`config.mk`:
```
export PLATFORM = sky130hd
export DESIGN_NAME = cix32_trap_controller_flat
export DESIGN_NICKNAME = d
export VERILOG_FILES = /design/src/rtl/cix32_defines.sv /design/src/rtl/cix32_trap_controller_if.sv /design/src/rtl/cix32_trap_controller.sv /design/src/flat_wrapper.sv
export SDC_FILE = /design/constraint.sdc
export NUM_CORES = 1
export LEC_CHECK = 0
export ABC_AREA = 1
export CAP_MARGIN = 15
export CORE_ASPECT_RATIO = 1.5
export CORE_MARGIN = 2
export CORE_UTILIZATION = 37
export DETAILED_ROUTE_END_ITERATION = 10
export GPL_TIMING_DRIVEN = 0
export PLACE_DENSITY = 0.87
export SLEW_MARGIN = 20
export SYNTH_ARGS = -nofsm -noshare
export SYNTH_HDL_FRONTEND = slang
export SYNTH_SLANG_ARGS = --single-unit
```
`constraint.sdc`:
```
create_clock -name clk -period 1.26 [get_ports clk]
set_input_delay 0.252 -clock clk [delete_from_list [all_inputs] [get_ports clk]]
set_output_delay 0.252 -clock clk [all_outputs]
set_load 0.03 [all_outputs]
```
`src/rtl/cix32_defines.sv`:
```
// Shared trap-controller types and architectural constants for the CIX-32 core.
package cix32_defines;

    typedef enum logic [2:0] {
        ST_IDLE,
        ST_ACCEPT,
        ST_CR2_WR,
        ST_DISPATCH,
        ST_SHUTDOWN
    } trap_state_t;

    typedef enum logic [1:0] {
        SRC_NONE,
        SRC_EXC,
        SRC_NMI,
        SRC_INT
    } trap_src_t;

    localparam logic [7:0] PF_VECTOR  = 8'd14;
    localparam logic [7:0] DF_VECTOR  = 8'd8;
    localparam logic [7:0] NMI_VECTOR = 8'd2;
    localparam logic [2:0] CR2_ADDR   = 3'h2;

endpackage

```
`src/rtl/cix32_trap_controller_if.sv`:
```
// Trap-controller bundle: requester req/ack pairs, CR write port, dispatch valid/ready, iret and shutdown.
interface cix32_trap_controller_if;

    logic        exception_req;
    logic [7:0]  exception_vector;
    logic [31:0] exception_addr;
    logic        exception_ack;
    logic        nmi_req;
    logic        nmi_ack;
    logic        interrupt_req;
    logic [7:0]  interrupt_vector;
    logic        interrupt_ack;
    logic        interrupt_enabled;
    logic [2:0]  cr_addr;
    logic [31:0] cr_wdata;
    logic        cr_we;
    logic        trap_valid;
    logic [7:0]  trap_vector;
    logic        trap_ready;
    logic        iret_done;
    logic        shutdown;

    // master: the trap controller itself
    modport master (
        input  exception_req, exception_vector, exception_addr,
        input  nmi_req, interrupt_req, interrupt_vector, interrupt_enabled,
        input  trap_ready, iret_done,
        output exception_ack, nmi_ack, interrupt_ack,
        output cr_addr, cr_wdata, cr_we,
        output trap_valid, trap_vector, shutdown
    );

    // slave: requesters, CR file and dispatch
    modport slave (
        output exception_req, exception_vector, exception_addr,
        output nmi_req, interrupt_req, interrupt_vector, interrupt_enabled,
        output trap_ready, iret_done,
        input  exception_ack, nmi_ack, interrupt_ack,
        input  cr_addr, cr_wdata, cr_we,
        input  trap_valid, trap_vector, shutdown
    );

endinterface

```
`src/rtl/cix32_trap_controller.sv`:
```
// Trap entry sequencer: arbitrates exc > NMI > INT, writes CR2 on #PF, escalates to #DF / shutdown.
// Latency: ack at N+1, trap_valid at N+2 (N+3 for #PF); trap_valid/trap_vector held until trap_ready.
module cix32_trap_controller
    import cix32_defines::*;
(
    input  logic                    clk,
    input  logic                    rst,
    cix32_trap_controller_if.master bus
);

    trap_state_t state_q, state_d;
    trap_src_t   src_q, src_d;
    logic [7:0]  vec_q, vec_d;
    logic [31:0] addr_q, addr_d;
    logic        promo_q, promo_d;
    logic        df_active_q, df_active_d;
    logic        nmi_blocked_q, nmi_blocked_d;

    trap_src_t   win_src;
    logic [7:0]  win_vec;
    logic        handshake;
    logic        nested;

    // Priority select, only consumed in IDLE
    always_comb begin
        win_src = SRC_NONE;
        win_vec = 8'h00;
        if (bus.exception_req) begin
            win_src = SRC_EXC;
            win_vec = bus.exception_vector;
        end else if (bus.nmi_req && !nmi_blocked_q) begin
            win_src = SRC_NMI;
            win_vec = NMI_VECTOR;
        end else if (bus.interrupt_req && bus.interrupt_enabled) begin
            win_src = SRC_INT;
            win_vec = bus.interrupt_vector;
        end
    end

    always_ff @(posedge clk) begin
        if (rst) begin
            state_q       <= ST_IDLE;
            src_q         <= SRC_NONE;
            vec_q         <= 8'h00;
            addr_q        <= 32'h0;
            promo_q       <= 1'b0;
            df_active_q   <= 1'b0;
            nmi_blocked_q <= 1'b0;
        end else begin
            state_q       <= state_d;
            src_q         <= src_d;
            vec_q         <= vec_d;
            addr_q        <= addr_d;
            promo_q       <= promo_d;
            df_active_q   <= df_active_d;
            nmi_blocked_q <= nmi_blocked_d;
        end
    end

    always_comb begin
        state_d       = state_q;
        src_d         = src_q;
        vec_d         = vec_q;
        addr_d        = addr_q;
        promo_d       = promo_q;
        df_active_d   = df_active_q;
        nmi_blocked_d = nmi_blocked_q;
        nested        = 1'b0;
        handshake     = (state_q == ST_DISPATCH) && bus.trap_ready;

        if (bus.iret_done) nmi_blocked_d = 1'b0;

        case (state_q)
            ST_IDLE: begin
                if (win_src != SRC_NONE) begin
                    state_d = ST_ACCEPT;
                    src_d   = win_src;
                    vec_d   = win_vec;
                    promo_d = 1'b0;
                    if (win_src == SRC_EXC) addr_d = bus.exception_addr;
                end
            end
            ST_ACCEPT: begin
                // An exception being acked this cycle is ours, not a nested fault
                nested = bus.exception_req && (src_q != SRC_EXC);
                if (src_q == SRC_NMI) nmi_blocked_d = 1'b1;
                state_d = (vec_q == PF_VECTOR && !promo_q) ? ST_CR2_WR : ST_DISPATCH;
            end
            ST_CR2_WR: begin
                nested  = bus.exception_req;
                state_d = ST_DISPATCH;
            end
            ST_DISPATCH: begin
                if (handshake) begin
                    state_d     = ST_IDLE;
                    df_active_d = 1'b0;
                end else begin
                    nested = bus.exception_req;
                end
            end
            ST_SHUTDOWN: state_d = ST_SHUTDOWN;
            default:     state_d = ST_IDLE;
        endcase

        if (nested) begin
            if (df_active_q) begin
                state_d = ST_SHUTDOWN;
            end else begin
                state_d     = ST_ACCEPT;
                src_d       = SRC_EXC;
                vec_d       = DF_VECTOR;
                promo_d     = 1'b1;
                df_active_d = 1'b1;
            end
        end
    end

    assign bus.exception_ack = (state_q == ST_ACCEPT) && (src_q == SRC_EXC);
    assign bus.nmi_ack       = (state_q == ST_ACCEPT) && (src_q == SRC_NMI);
    assign bus.interrupt_ack = (state_q == ST_ACCEPT) && (src_q == SRC_INT);
    assign bus.cr_we         = (state_q == ST_CR2_WR);
    assign bus.cr_addr       = bus.cr_we ? CR2_ADDR : 3'h0;
    assign bus.cr_wdata      = bus.cr_we ? addr_q : 32'h0;
    assign bus.trap_valid    = (state_q == ST_DISPATCH);
    assign bus.trap_vector   = bus.trap_valid ? vec_q : 8'h00;
    assign bus.shutdown      = (state_q == ST_SHUTDOWN);

endmodule

```
`src/flat_wrapper.sv`:
```
// flat-port wrapper written by rule: the top's interface ports become plain ports
module cix32_trap_controller_flat import cix32_defines::*;
  (clk, rst, bus_exception_req, bus_exception_vector, bus_exception_addr, bus_nmi_req, bus_interrupt_req, bus_interrupt_vector, bus_interrupt_enabled, bus_trap_ready, bus_iret_done, bus_exception_ack, bus_nmi_ack, bus_interrupt_ack, bus_cr_addr, bus_cr_wdata, bus_cr_we, bus_trap_valid, bus_trap_vector, bus_shutdown);
  cix32_trap_controller_if bus_i ();
  input  logic clk;
  input  logic rst;
  input wire logic [$bits(bus_i.exception_req)-1:0] bus_exception_req;
  input wire logic [$bits(bus_i.exception_vector)-1:0] bus_exception_vector;
  input wire logic [$bits(bus_i.exception_addr)-1:0] bus_exception_addr;
  input wire logic [$bits(bus_i.nmi_req)-1:0] bus_nmi_req;
  input wire logic [$bits(bus_i.interrupt_req)-1:0] bus_interrupt_req;
  input wire logic [$bits(bus_i.interrupt_vector)-1:0] bus_interrupt_vector;
  input wire logic [$bits(bus_i.interrupt_enabled)-1:0] bus_interrupt_enabled;
  input wire logic [$bits(bus_i.trap_ready)-1:0] bus_trap_ready;
  input wire logic [$bits(bus_i.iret_done)-1:0] bus_iret_done;
  output wire logic [$bits(bus_i.exception_ack)-1:0] bus_exception_ack;
  output wire logic [$bits(bus_i.nmi_ack)-1:0] bus_nmi_ack;
  output wire logic [$bits(bus_i.interrupt_ack)-1:0] bus_interrupt_ack;
  output wire logic [$bits(bus_i.cr_addr)-1:0] bus_cr_addr;
  output wire logic [$bits(bus_i.cr_wdata)-1:0] bus_cr_wdata;
  output wire logic [$bits(bus_i.cr_we)-1:0] bus_cr_we;
  output wire logic [$bits(bus_i.trap_valid)-1:0] bus_trap_valid;
  output wire logic [$bits(bus_i.trap_vector)-1:0] bus_trap_vector;
  output wire logic [$bits(bus_i.shutdown)-1:0] bus_shutdown;
  assign bus_i.exception_req = bus_exception_req;
  assign bus_i.exception_vector = bus_exception_vector;
  assign bus_i.exception_addr = bus_exception_addr;
  assign bus_i.nmi_req = bus_nmi_req;
  assign bus_i.interrupt_req = bus_interrupt_req;
  assign bus_i.interrupt_vector = bus_interrupt_vector;
  assign bus_i.interrupt_enabled = bus_interrupt_enabled;
  assign bus_i.trap_ready = bus_trap_ready;
  assign bus_i.iret_done = bus_iret_done;
  assign bus_exception_ack = bus_i.exception_ack;
  assign bus_nmi_ack = bus_i.nmi_ack;
  assign bus_interrupt_ack = bus_i.interrupt_ack;
  assign bus_cr_addr = bus_i.cr_addr;
  assign bus_cr_wdata = bus_i.cr_wdata;
  assign bus_cr_we = bus_i.cr_we;
  assign bus_trap_valid = bus_i.trap_valid;
  assign bus_trap_vector = bus_i.trap_vector;
  assign bus_shutdown = bus_i.shutdown;
  cix32_trap_controller u_core (.clk(clk), .rst(rst), .bus(bus_i));
endmodule
```
==> results of run 1 <==
layer usage:
| layer | part of all wire (%) | up-vias |
|---|---|---|
| met5 | 0 | - |
| met4 | 2.1 | 0 |
| met3 | 8.4 | 12 |
| met2 | 54 | 101 |
| met1 | 35 | 1179 |
| li1 | - | 1309 |
worst register-to-register path: stages (launching register included):
cell and delay, ps:
dfxtp_4 370, buf_4 130, nor2_2 160, inv_2 80
nor2_4 130, nand2_2 90, buf_6 150, buf_6 140
o21ai_2 140, a21oi_1 70
area by class of cell:
type	instances	share of cell area (%)
tap	74	2.162
buffer	19	4.646
clock buffer	5	1.607
timing repair buffer	118	28.70
multi-input combinational	215	33.11
clock inverter	2	1.403
sequential	48	22.71
inverter	60	5.669
kinds of logic (layout without fill, tap and decap cells):
group | after synthesis | count (layout) | share of synthesized area, %
buffers and inverters | 79 | 204 | 15.86
other | 1 | 2 | 0.1639
AO/OA/AOI/OAI | 82 | 82 | 18.32
AND/OR/NAND/NOR | 130 | 131 | 23.67
flip-flops | 48 | 48 | 41.99
flip-flops by register name (all words and copies together), names as in the netlist:
name	flops
u_core.addr_q	32
u_core.vec_q	8
u_core.src_q	2
u_core.promo_q	1
u_core.df_active_q	1
u_core.state_q	3
u_core.nmi_blocked_q	1
layout by cell type, fill, tap and decap left out, types with 14 or more instances in the layout:
| master | n |
|---|---|
| buf_6 | 57 |
| dfxtp_1 | 45 |
| o21ai_1 | 22 |
| clkdlybuf4s50_1 | 54 |
| nor2_4 | 41 |
| inv_1 | 50 |
| buf_4 | 16 |
| nor2_1 | 14 |
| o21ai_0 | 15 |
| a21oi_1 | 33 |
| nand2_1 | 40 |
repair_timing:
action / CTS / global route
setup buffers: 10 / 6
endpoints found under the setup margin: 94 / 94
pin swaps: 5 / 7
cloned: 1 / 1
hold endpoints to repair: 0 / 0
gates resized for setup: 359 / 40
stage by stage:
step	util [%]	setup TNS, ps	worst slack [ps]
finish	70.85	-28600	-409.8
global route	70.85	-34300	-473.0
CTS	67.43	-25710	-418.6
detailed placement	61.53	-50280	-696.8
global placement	61.53	-48720	-695.2
floorplan	-	-6931	-209.1
worst paths after layout:
kind | slack (ps) | to | cells past startpoint | startpoint
worst max-delay path | -410 | bus_cr_wdata[11] | 7 | u_core.state_q[2]
worst min-delay path | 410 | u_core.src_q[0] | 3 | bus_exception_req
worst max register to register | -320 | u_core.addr_q[21] | 9 | u_core.state_q[0]
worst min register to register | 480 | u_core.promo_q | 2 | u_core.promo_q
power groups by stage:
stage,Sequential [mW],Clock [mW],Combinational (mW)
final,1.85,1.28,2.18
after CTS,1.84,1.32,1.96
after floorplan,1.84,0,1.21
after detailed placement,1.87,0,1.70
after global routing,1.87,1.36,2.34
after global placement,1.86,0,1.66
==> metrics.yaml, run 1 <==
power.internal_mw: 3.449
grt_overflow_total: 0
fmax_mhz: 598.9
grtUsageTotal_pct: 20.17
instances_no_fill: 541
numClockSinks: 48
max_stage_delay_ps: 380
end_kind: "primary output"
final_hold_viol_count: 0
synth_warnings: 0
finalMaxSlewViolations: 0
synth_area_um2: 2288
cp_cell_sequence: "inv_4 -> nand2_4 -> nor2_4 -> inv_6 -> buf_12 -> nor2_4 -> buf_6"
h-tree-depth: 2
placedCellCount: 516
grt_max_degree: 15
synthArstFlopShare_pct: 0
postRouteAntennaNets: 0
fin_crit_ps: 1670
groute.layer.met2.usage_pct: 38.46
power.share.sequential_pct: 34.9
area_growth_pct: 87.10
pwr-share-comb_pct: 41.1
cp_max_fo: 10
clk_pin_slew_ps: 80
worstSkewPairLatency_ps: 300
grt_first_pass_wirelength_mm: 10.65
switching_share_pct: 34.97
power_frac_clock_pct: 24.1
final_area_um2: 4282
post_drt_wl_per_cell_um: 13.25
slowest_stage: "dfxtp_4"
cts_inserted_buffers: 5
first_pass_iters: 4
setup_ws_ps: -409.8
start_util_pct: 37.87
ctsLongestPathBuffers: 2
min_path_type: "input port to flip-flop"
grt_util_met3_pct: 6.278
antenna_found_initial: 0
switchingPower_mw: 1.855
grt-busiest-layer: "met2"
maxCapViolCount: 0
num_vias: 2601
synth_common_cells: "nor2_1, inv_1, dfxtp_1"
diodes: 0
die_y_um: 100.3
seqCellArea_um2: 972.2
hpwl_mm: 5.068
ir_drop_mv: 0.7472
io_buffers: 101
synth_top_flop_cell: "dfxtp_1"
crit_arrival_ps: 1420
dpl-instance-area_um2: 3719
worstPathRequired_ps: 1010
finClkSkew_ps: 2.947
fillCellCount: 448
synth_top_cell_area_share_pct: 41.99
power_leakage_nw: 1.726
grt_pass1_vias: 2413
total_power_mw: 5.303
die_w_um: 68.22
fp.dieArea_um2: 6843
gp_congestion: 0.8209
vias_per_cell: 4.808
wl_mm: 7.169
ios: 105
setup_violations: 94
crit_family: "buffers and inverters"
netlist_instances: 340
outcome: "finished, violations left"
yosysMostFrequentCell: "nor2_1"
layout-drive-gt1-share_pct: 37.26
path_class: "flip-flop to primary output"
cts_hold_buf: 0
cp-start-kind: "flip-flop"
yosysTopAreaCell: "dfxtp_1"
whs_ps: 405.8
drc: 0
synth_area_leaders: "dfxtp_1, nor2_1, inv_1"
finalNetCount: 523
period_share_pct: 132.5
cts_root_buf: "clkbuf_8"
syn_avg_cell_area_um2: 6.731
yosys_register_bits: 48
cpMostUsedCell: "nor2_4"
synth-edff-count: 0
ys_types: 23
use_met1_pct: 19.63
critPathBufInv: 4
cts_tree: "yes"
synth-seq-area-share_pct: 41.99
drtIter0Drc: 91
core_region_area_um2: 6043
powerDensity_nw_per_um2: 1239
violations: "negative setup slack"
rows: 35
multi_input_area_um2: 1418
rsz0062_at_grt: "true"
(Power assumes the default switching activity.)
==> run 2: changes to the inputs <==
Settings changed: SKIP_LAST_GASP set to 1.
==> run 2 against run 1 <==
Compared with the run above: the flow still finishes with violations (negative setup slack); flip-flop and latch count stayed put; clock-buffer cell count did not move; global-route usage stayed put; routed wire length grew 16%; maximum frequency is 0.40% lower; via count up 3.4%; core utilization increased by 5.6 points; die area stayed put; sequential share of layout area decreased by 1.7 points; first-iteration DRC count grew 45%; critical endpoint unchanged; largest cell class is now multi-input combinational cells.
==> metrics.yaml, run 2 (synthesis gave the netlist of run 1 again) <==
outcome: "finished, violations left"
violations: "negative setup slack"
min_to: "u_core.src_q[0]"
largest_register_ffs: 32
reg2reg_from: "u_core.state_q[1]"
ctsLongestPathBuffers: 2
power_leakage_nw: 1.842
setup_ws_ps: -416.5
path_class: "flip-flop to primary output"
period_share_pct: 133.1
reg2reg_depth: 9
seqCellArea_um2: 972.2
cp-start-kind: "flip-flop"
multi_input_area_um2: 1615
dpl-instance-area_um2: 3719
reg2reg_to: "u_core.addr_q[21]"
min-delay-start: "bus_exception_req"
die_y_um: 100.3
whs_ps: 412.9
clk_pin_slew_ps: 80
ios: 105
layout-drive-gt1-share_pct: 47.25
rows: 35
drc: 0
mostFrequentLayoutCells: "buf_6, clkdlybuf4s50_1, inv_1"
grt_max_degree: 15
h-tree-depth: 2
area_growth_pct: 101.9
die_w_um: 68.22
grt_first_pass_wirelength_mm: 10.65
start_util_pct: 37.87
grtUsageTotal_pct: 20.17
vias_per_cell: 4.925
first_pass_iters: 4
total_power_mw: 5.687
antenna_found_initial: 0
rsz0062_at_grt: "true"
wl_mm: 8.283
hpwl_mm: 5.068
reg_top3: "u_core.addr_q: 32 flops, u_core.vec_q: 8 flops, u_core.state_q: 3 flops"
ff2ff_setup_slack_ps: -300
cts_inserted_buffers: 5
maxCapViolCount: 0
numClockSinks: 48
drtIter0Drc: 132
dp_slack_ps: -696.8
post_drt_wl_per_cell_um: 15.17
worstSkewPairLatency_ps: 300
diodes: 0
gp_congestion: 0.8209
fin_crit_ps: 1676
placedCellCount: 516
cts_tree: "yes"
postRouteAntennaNets: 0
crit_arrival_ps: 1420
cts_hold_buf: 0
final_hold_viol_count: 0
top_register: "u_core.addr_q"
ir_drop_mv: 0.6617
finClkSkew_ps: 6.133
end_kind: "primary output"
finalMaxSlewViolations: 0
io_buffers: 101
instances_no_fill: 546
fmax_mhz: 596.5
powerDensity_nw_per_um2: 1231
final_area_um2: 4619
worstPathRequired_ps: 1010
setup_violations: 94
core_region_area_um2: 6043
fp.dieArea_um2: 6843
min_path_type: "input port to flip-flop"
grt_overflow_total: 0
fillCellCount: 391
num_vias: 2689
grt_pass1_vias: 2413
cp_max_fo: 10
whs_path_depth: 3
cts_root_buf: "clkbuf_8"
finalNetCount: 528
## run 2: changes by cell type in the layout (fill, tap and decap cells not counted), moves of 3 or more
cell,previous run,this run
clkbuf_16,0,4
o21ai_0,15,6
a21oi_2,6,17
buf_6,57,54
o21ai_1,22,2
o21ai_2,1,28
nor2_4,41,45
a21oi_1,33,22
## run 2: worst max path at each step
stage	to	depth (start not counted)	start
2_1_floorplan	bus_cr_wdata[10]	6	u_core.state_q[2]
3_5_place_dp	bus_cr_wdata[10]	7	u_core.state_q[2]
3_3_place_gp	bus_cr_wdata[10]	7	u_core.state_q[2]
5_1_grt	bus_interrupt_ack	6	u_core.state_q[2]
4_1_cts	bus_cr_wdata[11]	7	u_core.state_q[2]
6_report	bus_cr_wdata[11]	7	u_core.state_q[0]
## run 2: layout make-up
class	count	share of cell area, %
clock buffers	5	1.490
multi-input cells	215	34.97
plain buffers	19	4.875
inverters	60	5.309
well taps	74	2.004
flip-flops and latches	48	21.05
repair buffers	123	29.01
clock inverters	2	1.300
## run 2: power breakdown
group / total (mW) / switching, mW / internal (mW) / leakage [nW]
combinational: 2.54 / 1.42 / 1.12 / 1.38
sequential: 1.85 / 0.113 / 1.74 / 0.397
clock: 1.29 / 0.507 / 0.781 / 0.0642
## run 2: per-layer routing
metal | vias to the layer above | GRT usage [%] | share of wire [%]
li1 | 1319 | - | -
met1 | 1259 | 19.63 | 34
met2 | 99 | 38.46 | 57
met3 | 12 | 6.278 | 7.8
met4 | 0 | 6.462 | 1.4
met5 | - | 0 | 0
## run 2: metrics by stage
step | util (%) | TNS [ps]
final | 76.44 | -27610
after global routing | 76.44 | -32680
after CTS | 67.27 | -26190
after detailed placement | 61.53 | -50280
after global placement | 61.53 | -48720
after floorplan | - | -6931
## run 2: critical path, cell delays in order, from the launching register on
cell and delay, ps:
dfxtp_4 370, inv_6 70, nand2_4 60, nor2_4 130, inv_6 90, buf_12 170
nor2_4 110, buf_6 130
## run 2: what timing repair did
| item | CTS | global route |
|---|---|---|
| gates resized for setup | 356 | 114 |
| setup buffers | 10 | 8 |
| pin swaps | 5 | 19 |
| gates cloned | 1 | 5 |
| setup endpoints to repair | 94 | 94 |
==> RTL change 1, RTL diff (settings of run 1) <==
Make the reset (`rst`) asynchronous in one clocked block.
--- a/src/rtl/cix32_trap_controller.sv
+++ b/src/rtl/cix32_trap_controller.sv
@@ -37,7 +37,7 @@
         end
     end
 
-    always_ff @(posedge clk) begin
+    always_ff @(posedge clk or posedge rst) begin
         if (rst) begin
             state_q       <= ST_IDLE;
             src_q         <= SRC_NONE;
Formal check against the unedited RTL: differs if rst is asserted again (counterexample within 4 cycles, from zero or initial values and one cycle with rst high); with rst held inactive, the same outputs for 10 cycles.
==> RTL change 1 against run 1 <==
The run still ends with negative setup slack left. Cell area rose by 12%. Routed wire length rose by 8.3%. Area after synthesis rose by 6.9%. Sequential cell count did not move. Non-clock buffer count rose by 3. Fmax fell by 3.2%. Worst setup slack got worse by 0.056 ns. Global-route usage rose by 1.8 points.
Power is not compared: it rests on default switching activity, and its combinational part moved more than twofold at a synthesized area within 25%.
==> RTL change 1: results (changes against run 1) <==
[routing] length of routed wiring on met1 2580 um [+2.7%]
[placed_design] final weighted congestion of routability-driven global placement 0.797 [-2.9%]
[run_status] status complete, but fails checks
[sta] setup slack of the critical path after layout -0.466 ns [-0.0557 ns]
[grt] largest net degree at the start of global routing 49 [+34]
[sta] total of endpoints with negative setup slack in the final report 94 [unchanged]
[routing] detailed router's first-iteration violation count 80 [-12%]
[worst_hold_path] worst min path class in2async
[sta] Layout Skew 0.00531 ns [+0.00236 ns]
[cells_and_area] number of fill cells in the layout 446 [-0.45%]
[worst_setup_path] Setup crit start u_core.state_q[2]$_DFFE_PP0P_
[grt] met3 track demand over resource in global routing 3.99% [-2.3 points]
[sta] setup_tns -30.24 ns [-1.64 ns]
[clock_tree] number of gates given a new drive strength after cts 429 [+19%]
[run_status] violations in the final reports negative setup slack
[routing] metal2 WL 4510 um [+16%]
[grt] GR Layer Usage met2 41.6% [+3.1 points]
[placed_design] final HPWL from detailed placement 5130 um [+1.3%]
[synth] count of cell types in the netlist 22 [-4.3%]
[cells_and_area] fraction of layout instances using a drive strength above 1 45.3% [+8.0 points]
[grt] first-pass GRT wire length 12800 um [+21%]
[routing] wire length after detailed routing 7770 um [+8.3%]
[placed_design] number of cells in the design after placement 513 [-0.58%]
[placed_design] placement-stage worst setup slack -0.796 ns [-0.0990 ns]
[synth] fraction of synthesis flops using an asynchronous set or reset pin 100% [+100 points]
[sta] worst hold margin 0.277 ns [-0.129 ns]
[worst_setup_path] worst path arrival time 1.47 ns [+0.05 ns]
[synth] dominant cells by area after synthesis dfrtp_1 (49%), nor2_1 (13%), inv_1 (9.0%)
[synth] share of cell area taken by muxes after synthesis 0.409% [+0.41 points]
[synth] flip-flop cell with the highest count after synthesis dfrtp_1
[synth] complex-gate fraction of the synthesized area 11.9% [-6.4 points]
[routing] met3 wire len 399 um [-34%]
==> RTL change 1: cell types whose count changed in the layout (fill, tap and decap cells not counted), moves of 5 or more <==
cell	before	now
o21ai_1	22	3
nor2_4	41	60
buf_6	57	51
nor2_2	7	15
nand2_1	40	47
a21oi_2	6	24
buf_12	3	9
a21oi_1	33	9
dfrtp_1	0	45
dfxtp_1	45	0
inv_1	50	55
==> RTL change 1: final cells by class <==
type                    instances  area (sq um)  share of cell area (%)
clock inverters                 1          5.00                   0.104
inverters                      62           254                    5.30
multi-input cells             209          1530                    31.8
clock buffers                   6          72.6                    1.52
flip-flops and latches         48          1200                    25.2
plain buffers                  16           229                    4.78
well taps                      76          95.1                    1.99
repair buffers                124          1400                    29.3
==> RTL change 1: worst max-delay path, cell delays in order (launching register included) <==
cell     delay [ns]
dfrtp_2        0.42
inv_2          0.08
nand2_4        0.06
nor2_4         0.13
inv_6          0.09
buf_12         0.17
nor2_4         0.10
buf_6          0.13
==> RTL change 2, RTL diff (config.mk and constraints of run 1) <==
Without the edit above. Re-encode `trap_src_t` (4 values) as Gray code, 2 bits wide.
--- a/src/rtl/cix32_defines.sv
+++ b/src/rtl/cix32_defines.sv
@@ -10,10 +10,10 @@
     } trap_state_t;
 
     typedef enum logic [1:0] {
-        SRC_NONE,
-        SRC_EXC,
-        SRC_NMI,
-        SRC_INT
+        SRC_NONE = 2'b00,
+        SRC_EXC  = 2'b01,
+        SRC_NMI  = 2'b11,
+        SRC_INT  = 2'b10
     } trap_src_t;
 
     localparam logic [7:0] PF_VECTOR  = 8'd14;
Formal check against the unedited RTL: no difference found for any inputs over 10 cycles, from zero or initial values and one cycle with rst high; not proved beyond that.
==> RTL change 2 against run 1 <==
The flow still finishes with violations (negative setup slack). Area after synthesis is essentially flat. Sequential power grew 6%. Cell area grew 15%. Count of clock-buffer cells in the layout grew 2. Total power grew 31%. Worst setup slack lost 0.15 ns. Sequential cell count is the same. Via count grew 4.8%. Combinational power grew 82%. Synthesized cell count shrank 7.1%. Routed wire length grew 28%. Largest cell class is now multi-input gates. Highest routed layer unchanged.
==> RTL change 2: results (changes against run 1) <==
[routing] via-per-instance ratio 5.11 [+6.2%]
[cells_and_area] number of fill cells in the layout 332 [-26%]
[routing] wire length after detailed routing 9190 um [+28%]
[grt] largest net degree at the start of global routing 15 [unchanged]
[placed_design] number of cells in the design after placement 493 [-4.5%]
[sta] Relative slew margins 54.0%
[cells_and_area] antenna cells 0 [unchanged]
[routing] detailed router's first-iteration violation count 98 [+7.7%]
[placed_design] buffers added on ports 102 [+0.99%]
[clock_tree] clock root buffer master clkbuf_8
[cells_and_area] post-layout net count 515 [-1.5%]
[clock_tree] clock latency at the later pin of the worst-skew pair 0.32 ns [+0.02 ns]
[placed_design] placement-stage worst setup slack -0.761 ns [-0.0639 ns]
[run_status] violations in the final reports negative setup slack
[synth] leading post-synthesis cells by instance count nor2_1 (87), inv_1 (55), dfxtp_1 (48), nand2_1 (30), a211oi_1 (27)
[routing] average wire length per cell after detail routing 17.2 um [+30%]
[grt] vias in the first global route 2921 [+21%]
[synth] post-synthesis area per instance 7.24 sq um [+7.5%]
[clock_tree] CTS HTree Levels 2 [unchanged]
[sta] Layout Skew 0.0144 ns [+0.0114 ns]
[synth] proportion of synthesized chip area in sequential cells 42.0% [about the same]
[worst_setup_path] maximum fanout along the worst path 5 [-5]
[cells_and_area] fraction of layout instances using a drive strength above 1 52.0% [+15 points]
[sta] total of endpoints with negative setup slack in the final report 94 [unchanged]
[synth] flip-flop cell with the highest count after synthesis dfxtp_1
[clock_tree] clock buffer depth 2 [unchanged]
[pwr] leakage 1.85 nW [+6.9%]
[synth] fraction of synthesis flops using an asynchronous set or reset pin 0% [unchanged]
[synth] count of cell types in the netlist 27 [+17%]
[routing] DRC Markers 0 [unchanged]
[grt] global router's overall resource usage 26.9% [+6.7 points]
[worst_hold_path] worst min path class in2reg
[run_status] status complete, but fails checks
[clock_tree] clock buffers created by TritonCTS 5 [unchanged]
[placed_design] Placement Cell Area 3780 sq um [+1.6%]
[synth] Warnings, synthesis 0 [unchanged]
[cells_and_area] Top Registers u_core.addr_q (32), u_core.vec_q (8), u_core.state_q (3)
[placed_design] final weighted congestion of routability-driven global placement 0.933 [+14%]
[placed_design] final HPWL from detailed placement 5160 um [+1.8%]
[clock_tree] clock slew at reported path FFs 0.10 ns [+0.02 ns]
[synth] dominant cells by area after synthesis dfxtp_1 (42%), nor2_1 (14%), inv_1 (9.0%)
[grt] first-pass GRT wire length 13700 um [+29%]
[sta] setup slack of the critical path after layout -0.562 ns [-0.152 ns]
[pwr] IR drop worst, VDD 1.27 mV [+70%]
[routing] antenna-violating nets left 0 [unchanged]
[routing] number of detailed-routing iterations run before antenna repair 4 [unchanged]
[grt] antenna violations before repair 0 [unchanged]
## RTL change 2: worst max-delay path: stages (launching register included)
cell	delay [ns]
dfxtp_2	0.37
inv_4	0.06
nor2_4	0.14
buf_4	0.16
nand2_8	0.08
clkbuf_16	0.18
nor2_4	0.11
buf_6	0.14
## RTL change 2: worst paths after layout
check                           depth (start not counted)                        endpoint                            from  slack, ns
worst max-delay path                                    7                bus_cr_wdata[12]  u_core.state_q[1]$_SDFFE_PP0P_      -0.56
worst min-delay path                                    3      u_core.vec_q[4]$_SDFF_PP0_         bus_interrupt_vector[4]       0.47
worst min register to register                          2      u_core.vec_q[6]$_SDFF_PP0_      u_core.vec_q[6]$_SDFF_PP0_       0.53
worst max register to register                         11  u_core.state_q[0]$_SDFFE_PP0P_  u_core.state_q[1]$_SDFFE_PP0P_      -0.31
## RTL change 2: power breakdown
| part | switching (mW) | leakage, nW | internal, mW |
|---|---|---|---|
| clock network | 0.561 | 0.0445 | 0.447 |
| registers | 0.156 | 0.397 | 1.81 |
| logic | 2.19 | 1.40 | 1.77 |
## RTL change 2: area by class of cell
| class | instances | area [sq um] | area share [%] |
|---|---|---|---|
| multi-input cells | 196 | 1810 | 36.6 |
| plain buffers | 17 | 244 | 4.94 |
| well taps | 74 | 92.6 | 1.87 |
| repair buffers | 133 | 1470 | 29.8 |
| clock inverters | 1 | 7.51 | 0.152 |
| inverters | 57 | 253 | 5.12 |
| flip-flops and latches | 48 | 970 | 19.6 |
| clock buffers | 7 | 86.3 | 1.75 |
| repair inverters | 1 | 6.26 | 0.127 |
## RTL change 2: logic make-up after synthesis
group           Yosys count  share of synthesized area [%]
compound gates           57                           18.3
simple gates            136                           25.1
other cells               1                          0.164
flops                    48                           42.0
buf+inv                  74                           14.4
## RTL change 2: what timing repair did
item | CTS | global route
gates cloned | 9 | 0
hold endpoints to repair | 0 | 0
setup buffers | 17 | 8
resized for setup | 463 | 33
endpoints found under the setup margin | 95 | 94
pin swaps | 10 | 15
hold buffers | 0 | 0
## RTL change 2: metrics by stage
stage	TNS, ns	hold WS (ns)
2_1_floorplan	-1.98	0.399
4_1_cts	-23.97	0.493
6_report	-33.53	0.474
5_1_grt	-36.45	0.516
3_3_place_gp	-51.79	0.463
3_5_place_dp	-54.58	0.472
## RTL change 2: layer usage
layer	GRT usage (%)	share of wire, %	vias to the layer above
met1	26.0	33	1286
met4	12.3	4.0	0
met5	0	0	-
met2	51.6	58	120
met3	5.38	5.4	30
li1	-	-	1291
